--- config.mk ---
export PLATFORM = sky130hd
export DESIGN_NAME = uart_tx
export DESIGN_NICKNAME = d
export VERILOG_FILES = /design/src/rtl/uart_pkg.sv /design/src/rtl/uart_tx_serializer.sv /design/src/rtl/uart_tx.sv
export SDC_FILE = /design/constraint.sdc
export NUM_CORES = 1
export LEC_CHECK = 0
export ABC_CLOCK_PERIOD_IN_PS = 4800
export CORE_MARGIN = 2
export CORE_UTILIZATION = 55
export DETAILED_ROUTE_END_ITERATION = 12
export PLACE_DENSITY_LB_ADDON = 0.3
export RECOVER_POWER = 100
export REMOVE_ABC_BUFFERS = 1
export SETUP_SLACK_MARGIN = 0.15
export SLEW_MARGIN = 10
export SYNTH_ARGS = -nofsm -noshare
export SYNTH_HDL_FRONTEND = slang
export SYNTH_SLANG_ARGS = --single-unit
--- constraint.sdc ---
create_clock -name clock -period 4.8 [get_ports clock]
set_input_delay 0.48 -clock clock [delete_from_list [all_inputs] [get_ports clock]]
set_output_delay 0.48 -clock clock [all_outputs]
set_load 0.1 [all_outputs]
--- src/rtl/uart_pkg.sv ---
// Constants and types shared by the UART transmitter and receiver.
package uart_pkg;

  typedef enum logic [2:0] {
    IDLE,
    START,
    DATA,
    PARITY,
    STOP
  } uart_state_e;

  localparam logic PAR_EVEN  = 1'b0;
  localparam logic PAR_ODD   = 1'b1;
  localparam logic START_BIT = 1'b0;
  localparam logic STOP_BIT  = 1'b1;

  // Parity bit for a word whose bits XOR to i_xor, under parity type i_typ.
  function automatic logic parity_bit(input logic i_xor, input logic i_typ);
    return (i_typ == PAR_ODD) ? ~i_xor : i_xor;
  endfunction

endpackage

--- src/rtl/uart_tx_serializer.sv ---
// Shift register and bit counter feeding the data bits of a frame, LSB first.
module uart_tx_serializer #(
  parameter int unsigned DATA_WIDTH = 8
) (
  input  logic                  clock,
  input  logic                  reset,
  input  logic                  i_load,
  input  logic                  i_shift,
  input  logic                  i_count,
  input  logic [DATA_WIDTH-1:0] i_data,
  output logic                  o_lsb,
  output logic                  o_done
);

  localparam int unsigned CW = (DATA_WIDTH > 1) ? $clog2(DATA_WIDTH) : 1;

  logic [DATA_WIDTH-1:0] r_shreg;
  logic [CW-1:0]         r_count;

  always_ff @(posedge clock or negedge reset) begin
    if (!reset) begin
      r_shreg <= '0;
    end else if (i_load) begin
      r_shreg <= i_data;
    end else if (i_shift) begin
      r_shreg <= {1'b0, r_shreg[DATA_WIDTH-1:1]};
    end
  end

  // Counter runs only while in DATA and returns to zero as DATA is left.
  always_ff @(posedge clock or negedge reset) begin
    if (!reset) begin
      r_count <= '0;
    end else if (!i_count || o_done) begin
      r_count <= '0;
    end else begin
      r_count <= r_count + 1'b1;
    end
  end

  assign o_lsb  = r_shreg[0];
  assign o_done = i_count && (r_count == CW'(DATA_WIDTH - 1));

endmodule

--- src/rtl/uart_tx.sv ---
// UART transmitter: start bit, LSB-first data, optional parity, one stop bit;
// one bit per clock period.
module uart_tx
  import uart_pkg::*;
#(
  parameter int unsigned DATA_WIDTH = 8
) (
  input  logic                  clock,
  input  logic                  reset,
  input  logic [DATA_WIDTH-1:0] p_data,
  input  logic                  data_valid,
  input  logic                  par_en,
  input  logic                  par_typ,
  output logic                  tx_out,
  output logic                  busy
);

  uart_state_e r_state, w_next;
  logic        r_tx, r_busy;
  logic        r_par_en, r_par_bit;
  logic        w_load, w_shift, w_count, w_tx_next;
  logic        w_lsb, w_done;

  uart_tx_serializer #(
    .DATA_WIDTH(DATA_WIDTH)
  ) u_ser (
    .clock  (clock),
    .reset  (reset),
    .i_load (w_load),
    .i_shift(w_shift),
    .i_count(w_count),
    .i_data (p_data),
    .o_lsb  (w_lsb),
    .o_done (w_done)
  );

  always_ff @(posedge clock or negedge reset) begin
    if (!reset) begin
      r_state <= IDLE;
    end else begin
      r_state <= w_next;
    end
  end

  always_comb begin
    w_next  = r_state;
    w_load  = 1'b0;
    w_shift = 1'b0;
    w_count = 1'b0;
    case (r_state)
      IDLE: begin
        if (data_valid) begin
          w_next = START;
          w_load = 1'b1;
        end
      end
      START: begin
        w_next  = DATA;
        w_shift = 1'b1;
      end
      DATA: begin
        w_shift = 1'b1;
        w_count = 1'b1;
        if (w_done) begin
          w_next = r_par_en ? PARITY : STOP;
        end
      end
      PARITY:  w_next = STOP;
      STOP:    w_next = IDLE;
      default: w_next = IDLE;
    endcase
  end

  // The line is registered, so its next level is chosen from the state being entered.
  always_comb begin
    w_tx_next = STOP_BIT;
    case (w_next)
      START:   w_tx_next = START_BIT;
      DATA:    w_tx_next = w_lsb;
      PARITY:  w_tx_next = r_par_bit;
      default: w_tx_next = STOP_BIT;
    endcase
  end

  always_ff @(posedge clock or negedge reset) begin
    if (!reset) begin
      r_tx   <= STOP_BIT;
      r_busy <= 1'b0;
    end else begin
      r_tx   <= w_tx_next;
      r_busy <= (w_next != IDLE);
    end
  end

  always_ff @(posedge clock or negedge reset) begin
    if (!reset) begin
      r_par_en  <= 1'b0;
      r_par_bit <= 1'b0;
    end else if (w_load) begin
      r_par_en  <= par_en;
      r_par_bit <= parity_bit(^p_data, par_typ);
    end
  end

  assign tx_out = r_tx;
  assign busy   = r_busy;

endmodule

# --- Word level (Yosys, flattened, before mapping) ---
# Index checks and enable logic that the tools add are counted.
totals:
  register_bits: 18
  in_bits: 13
  out_inout_bits: 2
  word_cells: 37
classes:
  addsub: 1
  n_eq_ne: 7
  mux: 13
  bitwise: 1
  reduce_logical: 8
op_table:
  columns: ["cell", "n"]
  rows:
  - ["two-way mux 8 bit", 2]
  - ["equality test 3 x 2 -> 1 bit (second input constant)", 4]
  - ["two-way mux 3 bit", 4]
  - ["case mux 3 bit (4 select lines)", 1]
  - ["XOR reduction 8 bit", 1]
  - ["equality test 3 x 1 -> 1 bit (second input constant)", 2]
  - ["two-way mux 1 bit", 5]
  - ["adder 3 x 1 -> 3 bit (second input constant)", 1]
  - ["equality test 3 bit (second input constant)", 1]
  - ["zero test 3 bit", 1]
  - ["case mux 1 bit (3 select lines)", 1]
  - ["nonzero test 3 bit", 1]
  - ["nonzero test 2 bit", 1]
  - ["OR reduction 2 bit", 1]
  - ["logical AND 1 bit", 1]
  - ["zero test 1 bit", 1]
  - ["logical OR 1 bit", 1]
  - ["NOT 1 bit", 1]

# --- Logic depth before layout (Yosys ltp) ---
logic_depth:
  word_depth: 7
  depth_mapped: 6
  ltp_nobuf: 6

# --- Cells and area by module ---
# From an unflattened synthesis, not the netlist that was laid out.
hier_totals:
  cells_unflattened: 77
  hier_area_um2: 913.4
by_module_without_submodules:
  columns: ["mod", "instances", "cells_per_inst", "area_per_inst_um2", "seq_area_each_um2"]
  rows:
  - ["uart_tx_serializer", 1, 43, 500.5, 275.3]
  - ["uart_tx", 1, 34, 412.9, 176.4]

# --- Worst setup path before layout ---
# No wires, ideal clock.
synth_timing:
  kind: "reg-to-reg"
  from: "reg u_ser.r_count[0]"
  to: "reg r_busy, in the netlist busy"
  arrival_time_ps: 1440
  path_slack_ps: 3229
  path_stages_with_launch: 6
  period_less_slack_ps: 1571
  cell_sequence: "dfrtp_1 ha_1 ha_1 nor2b_1 o211a_1 or3_1"
synth_between:
  elab_chain_cells: 5
synth_rtl:
  columns: ["element", "line_no", "text"]
  rows:
  - ["start, declared", "uart_tx_serializer.sv:18", "logic [CW-1:0] r_count;"]
  - ["start signal, assigned", "uart_tx_serializer.sv:37", "r_count <= r_count + 1'b1;"]
  - ["equality test 3 bit", "uart_tx_serializer.sv:42", "assign o_done = i_count && (r_count == CW'(DATA_WIDTH - 1));"]
  - ["logical AND 1 bit", "uart_tx_serializer.sv:42", null]
  - ["two-way mux 3 bit", "uart_tx.sv:64", "if (w_done) begin"]
  - ["case mux 3 bit (4 select lines)", "uart_tx.sv:50", "case (r_state)"]
  - ["via w_next[2]", "uart_tx.sv:18", "uart_state_e r_state, w_next;"]
  - ["nonzero test 3 bit", "uart_tx.sv:91", "r_busy <= (w_next != IDLE);"]
  - ["end signal, assigned", "uart_tx.sv:91", null]
  - ["end, declared", "uart_tx.sv:19", "logic r_tx, r_busy;"]
# The timed path passes the listed nets, and every way through them passes these cells.
# A chain may end at the register's enable or synchronous reset.

# --- Worst setup path after layout ---
layout_timing:
  from: "in data_valid"
  to: "reg u_ser.r_shreg[4]"
layout_between:
  elab_chain_cells: 3
  elab_cells_between_ends: 4
layout_rtl:
  columns: ["element", "line_no", "text"]
  rows:
  - ["start, declared", "uart_tx.sv:11", "input logic data_valid,"]
  - ["two-way mux 1 bit *", "uart_tx.sv:52", "if (data_valid) begin"]
  - ["two-way mux 1 bit *", "uart_tx.sv:50", null]
  - ["two-way mux 8 bit or nonzero test 2 bit (tied branches)", null, null]
  - ["end signal, assigned", "uart_tx_serializer.sv:24", "r_shreg <= i_data;"]
  - ["end signal, assigned", "uart_tx_serializer.sv:26", "r_shreg <= {1'b0, r_shreg[DATA_WIDTH-1:1]};"]
  - ["end, declared", "uart_tx_serializer.sv:17", "logic [DATA_WIDTH-1:0] r_shreg;"]
# Every way passes the cells marked *; elsewhere a longest branch is shown, timed or not.

==> results by group <==
Synth
  – Sequential cell area fraction in the yosys report: 48.4%
  – Share of synthesized flip-flops with an asynchronous set or reset: 100%
  – Post-Syn Instances: 83
  – Ys flop type: sky130_fd_sc_hd__dfrtp_1
  – Mean instance size in the synthesized netlist: 11.2 µm²
  – Synth warn: 0
  – Number of enable-type register cells in the synthesized netlist: 0
  – Register bit count reported by yosys: 18
  – Distinct cell type count after synthesis: 34
  – Area of the mapped netlist: 933 µm²

Placed design
  – Final GP Congestion: 0.722
  – Placed insts: 108
  – Post-placement setup slack: 2.42 ns
  – Placed wire-length estimate after detailed placement: 1140 µm
  – Placement Cell Area: 1050 µm²
  – # port buffers: 14

STA
  – Total count of hold-check failures in the final report: 0
  – Total count of max-transition violations in the final report: 10
  – Fin worst setup slack: 1.70 ns
  – Headroom to the max-slew limit: -44.8%
  – Final count of negative-setup-slack endpoints: 0
  – Setup TNS: 0 ns
  – Maximum clock frequency: 323 MHz
  – Slew of the pin with the lowest slew margin: 2.14 ns
  – Final cycle utilization of the critical path: 64.5%
  – Final period demand of the worst path: 3.10 ns
  – RSZ-0062 raised after global routing: false
  – Maximum clock skew at final layout: 0.00261 ns

Final layout
  – Commonest non-fill, non-tap cells in the layout: sky130_fd_sc_hd__dfrtp_1, sky130_fd_sc_hd__clkdlybuf4s50_1, sky130_fd_sc_hd__nand2_1
  – Area growth from synthesis to final layout: 14.6%
  – Layout Cells excl Fill: 112
  – Most common cell after layout, fill and taps aside: sky130_fd_sc_hd__dfrtp_1
  – Layout cells sized above 1: 7.29%
  – Number of fill cells in the layout: 133
  – Diodes inserted: 0
  – Fin nets: 112
  – Cell area after layout: 1070 µm²

Worst setup path
  – Critical Path RT: 4.92 ns
  – Slack of the worst reg-to-reg path: 1.97 ns
  – Classification of the worst setup path: input port to register
  – Type of destination of the critical path: register
  – Arrival time at the worst endpoint: 3.22 ns
  – Critical register-to-register path endpoint: u_ser.r_shreg[4]
  – Largest driver fanout on the critical path: 9
  – Depth of the most critical reg-to-reg path: 3
  – Type of origin of the critical path: input port
  – Reg-to-Reg Start: r_state[0]

Floorplanning
  – Width of the die: 45.2 µm
  – I/O pins: 15
  – Initial cell density of the core: 60.6%
  – Area of the core: 1540 µm²
  – Die Y: 45.2 µm
  – FP Rows: 14
  – DIE AREA: 2040 µm²

Worst hold path
  – Source of the worst hold timing path: u_ser.r_count[0]
  – Worst Hold Endpoint: u_ser.r_count[0]
  – Hold crit path type: register to register
  – Worst hold stages: 1

Power and ir drop
  – Power share of the clock group: 14.5%
  – Share of total power in combinational logic: 43.0%
  – Net switching power: 0.259 mW
  – Pwr dens: 590 nW/µm²
  – Leak pwr: 0.467 nW
  – Peak VDD IR: 0.298 mV
  – Sequential Power Share: 42.5%
  – Total power: 0.631 mW
  – Internal power: 0.372 mW
  – Switching share of power: 41.1%

Clock tree
  – Clock sink count: 18
  – Clock tree from TritonCTS: done
  – Buffer levels on the longest clock path: 2
  – Worst-Skew Late Latency: 0.29 ns
  – Inserted Clock Buffers: 3
  – Clock transition at the registers of the reported paths: 0.10 ns
  – Clock root buffer master: sky130_fd_sc_hd__clkbuf_4
  – Total of hold buffers inserted after clock tree synthesis: 0
  – Buffers inserted by post-CTS timing repair: 0
  – H-tree lvl count: 1
  – Number of gates given a new drive strength after cts: 0

Routing
  – DRT Wirelength: 1640 µm
  – Vias per Instance: 5.77
  – Total iterations of the first detailed-routing run: 4
  – DRC errors left: 0
  – Count of nets left with antenna violations after detail routing: 0
  – DRC violation total after the first TritonRoute iteration: 12
  – Routed vias: 646
  – Per-cell routed wire length: 14.6 µm

Run status
  – Violated checks: capacitance limit, slew limit
  – Run status: finished with violations

GRT
  – Vias in the first global route: 599
  – Remaining Overflow, GRT: 0
  – Antenna violations before repair: 0
  – Global-route wire length before repair: 2780 µm
  – Pin count of the biggest net entering global routing: 19
  – Global-route usage over all layers: 19.5%

Job
  – Number of max-cap violations: 1
[sequential cells by signal, indices dropped and copies added (netlist names)]
signal         flops
u_ser.r_shreg      8
r_par_bit          1
tx_out             1
u_ser.r_count      3
r_state            3
busy               1
r_par_en           1
[worst max-delay path by stage]
stage,cells after the start,slack (ns),startpoint,endpoint
after floorplan,3,3.13,r_state[0],u_ser.r_shreg[0]
after global placement,4,2.46,data_valid,u_ser.r_shreg[0]
after detailed placement,4,2.42,data_valid,u_ser.r_shreg[0]
after CTS,1,2.38,tx_out,tx_out
after global routing,4,1.45,data_valid,u_ser.r_shreg[4]
final,4,1.70,data_valid,u_ser.r_shreg[4]
[worst max-delay path, stage by stage]
cell	delay, ns
sky130_fd_sc_hd__dlygate4sd3_1	0.62
sky130_fd_sc_hd__nor4b_1	1.69
sky130_fd_sc_hd__mux2i_1	0.32
sky130_fd_sc_hd__o21ai_0	0.10
[per-layer routing]
layer  up-vias  part of all wire, %  global-route usage (%)
li1        315                    -                       -
met1       311                   48                    28.9
met2        18                   46                    27.1
met3         2                  5.5                    3.60
met4         0                 0.61                    9.41
met5         -                    0                       0
[through the flow]
| step | hold WS, ns | utilization, % |
|---|---|---|
| after floorplan | 0.184 | - |
| after global placement | 0.436 | 68.3 |
| after detailed placement | 0.442 | 68.3 |
| after CTS | 0.465 | 70.7 |
| after global routing | 0.494 | 69.4 |
| final | 0.464 | 69.4 |
[synthesized netlist by cell type (2+ instances only)]
cell type	count	area, µm²
sky130_fd_sc_hd__a21oi_1	3	15.0
sky130_fd_sc_hd__and2_1	2	12.5
sky130_fd_sc_hd__buf_2	2	10.0
sky130_fd_sc_hd__buf_6	2	22.5
sky130_fd_sc_hd__dfrtp_1	17	425
sky130_fd_sc_hd__ha_1	2	25.0
sky130_fd_sc_hd__inv_1	3	11.3
sky130_fd_sc_hd__mux2i_1	5	50.1
sky130_fd_sc_hd__nand2_1	7	26.3
sky130_fd_sc_hd__nand2b_1	3	18.8
sky130_fd_sc_hd__nor2_1	4	15.0
sky130_fd_sc_hd__nor3_1	2	10.0
sky130_fd_sc_hd__o21ai_0	5	25.0
sky130_fd_sc_hd__o32ai_1	2	17.5
sky130_fd_sc_hd__xnor2_1	5	43.8
[cells by family (layout without fill, tap and decap cells)]
kind of cell | count (synthesis) | count (layout) | synth area share (%)
xor gates and xnor gates | 7 | 7 | 8.04
adders and majority gates | 2 | 2 | 2.68
DFF | 18 | 18 | 48.4
AOI/OAI and AO/OA | 17 | 17 | 12.3
and+or+nand+nor | 24 | 24 | 14.9
buffers and inverters | 8 | 21 | 5.50
muxes | 7 | 7 | 8.18
[power by group through the flow]
stage               registers [mW]  logic, mW  clock network [mW]
CTS                          0.273      0.282              0.0935
detailed placement           0.274      0.279                   0
global placement             0.272      0.271                   0
floorplan                    0.322      0.159                   0
finish                       0.268      0.271              0.0913
global route                 0.275      0.301               0.101
[area by class of cell]
class	instances	area, µm²	area share, %
Inverter	3	11.3	1.05
Timing Repair Buffer	14	140	13.1
Sequential cell	18	452	42.2
Clock buffer	4	36.3	3.39
Multi-Input combinational cell	57	410	38.4
Tap cell	16	20.0	1.87
Power figures use the tool's default switching activity.
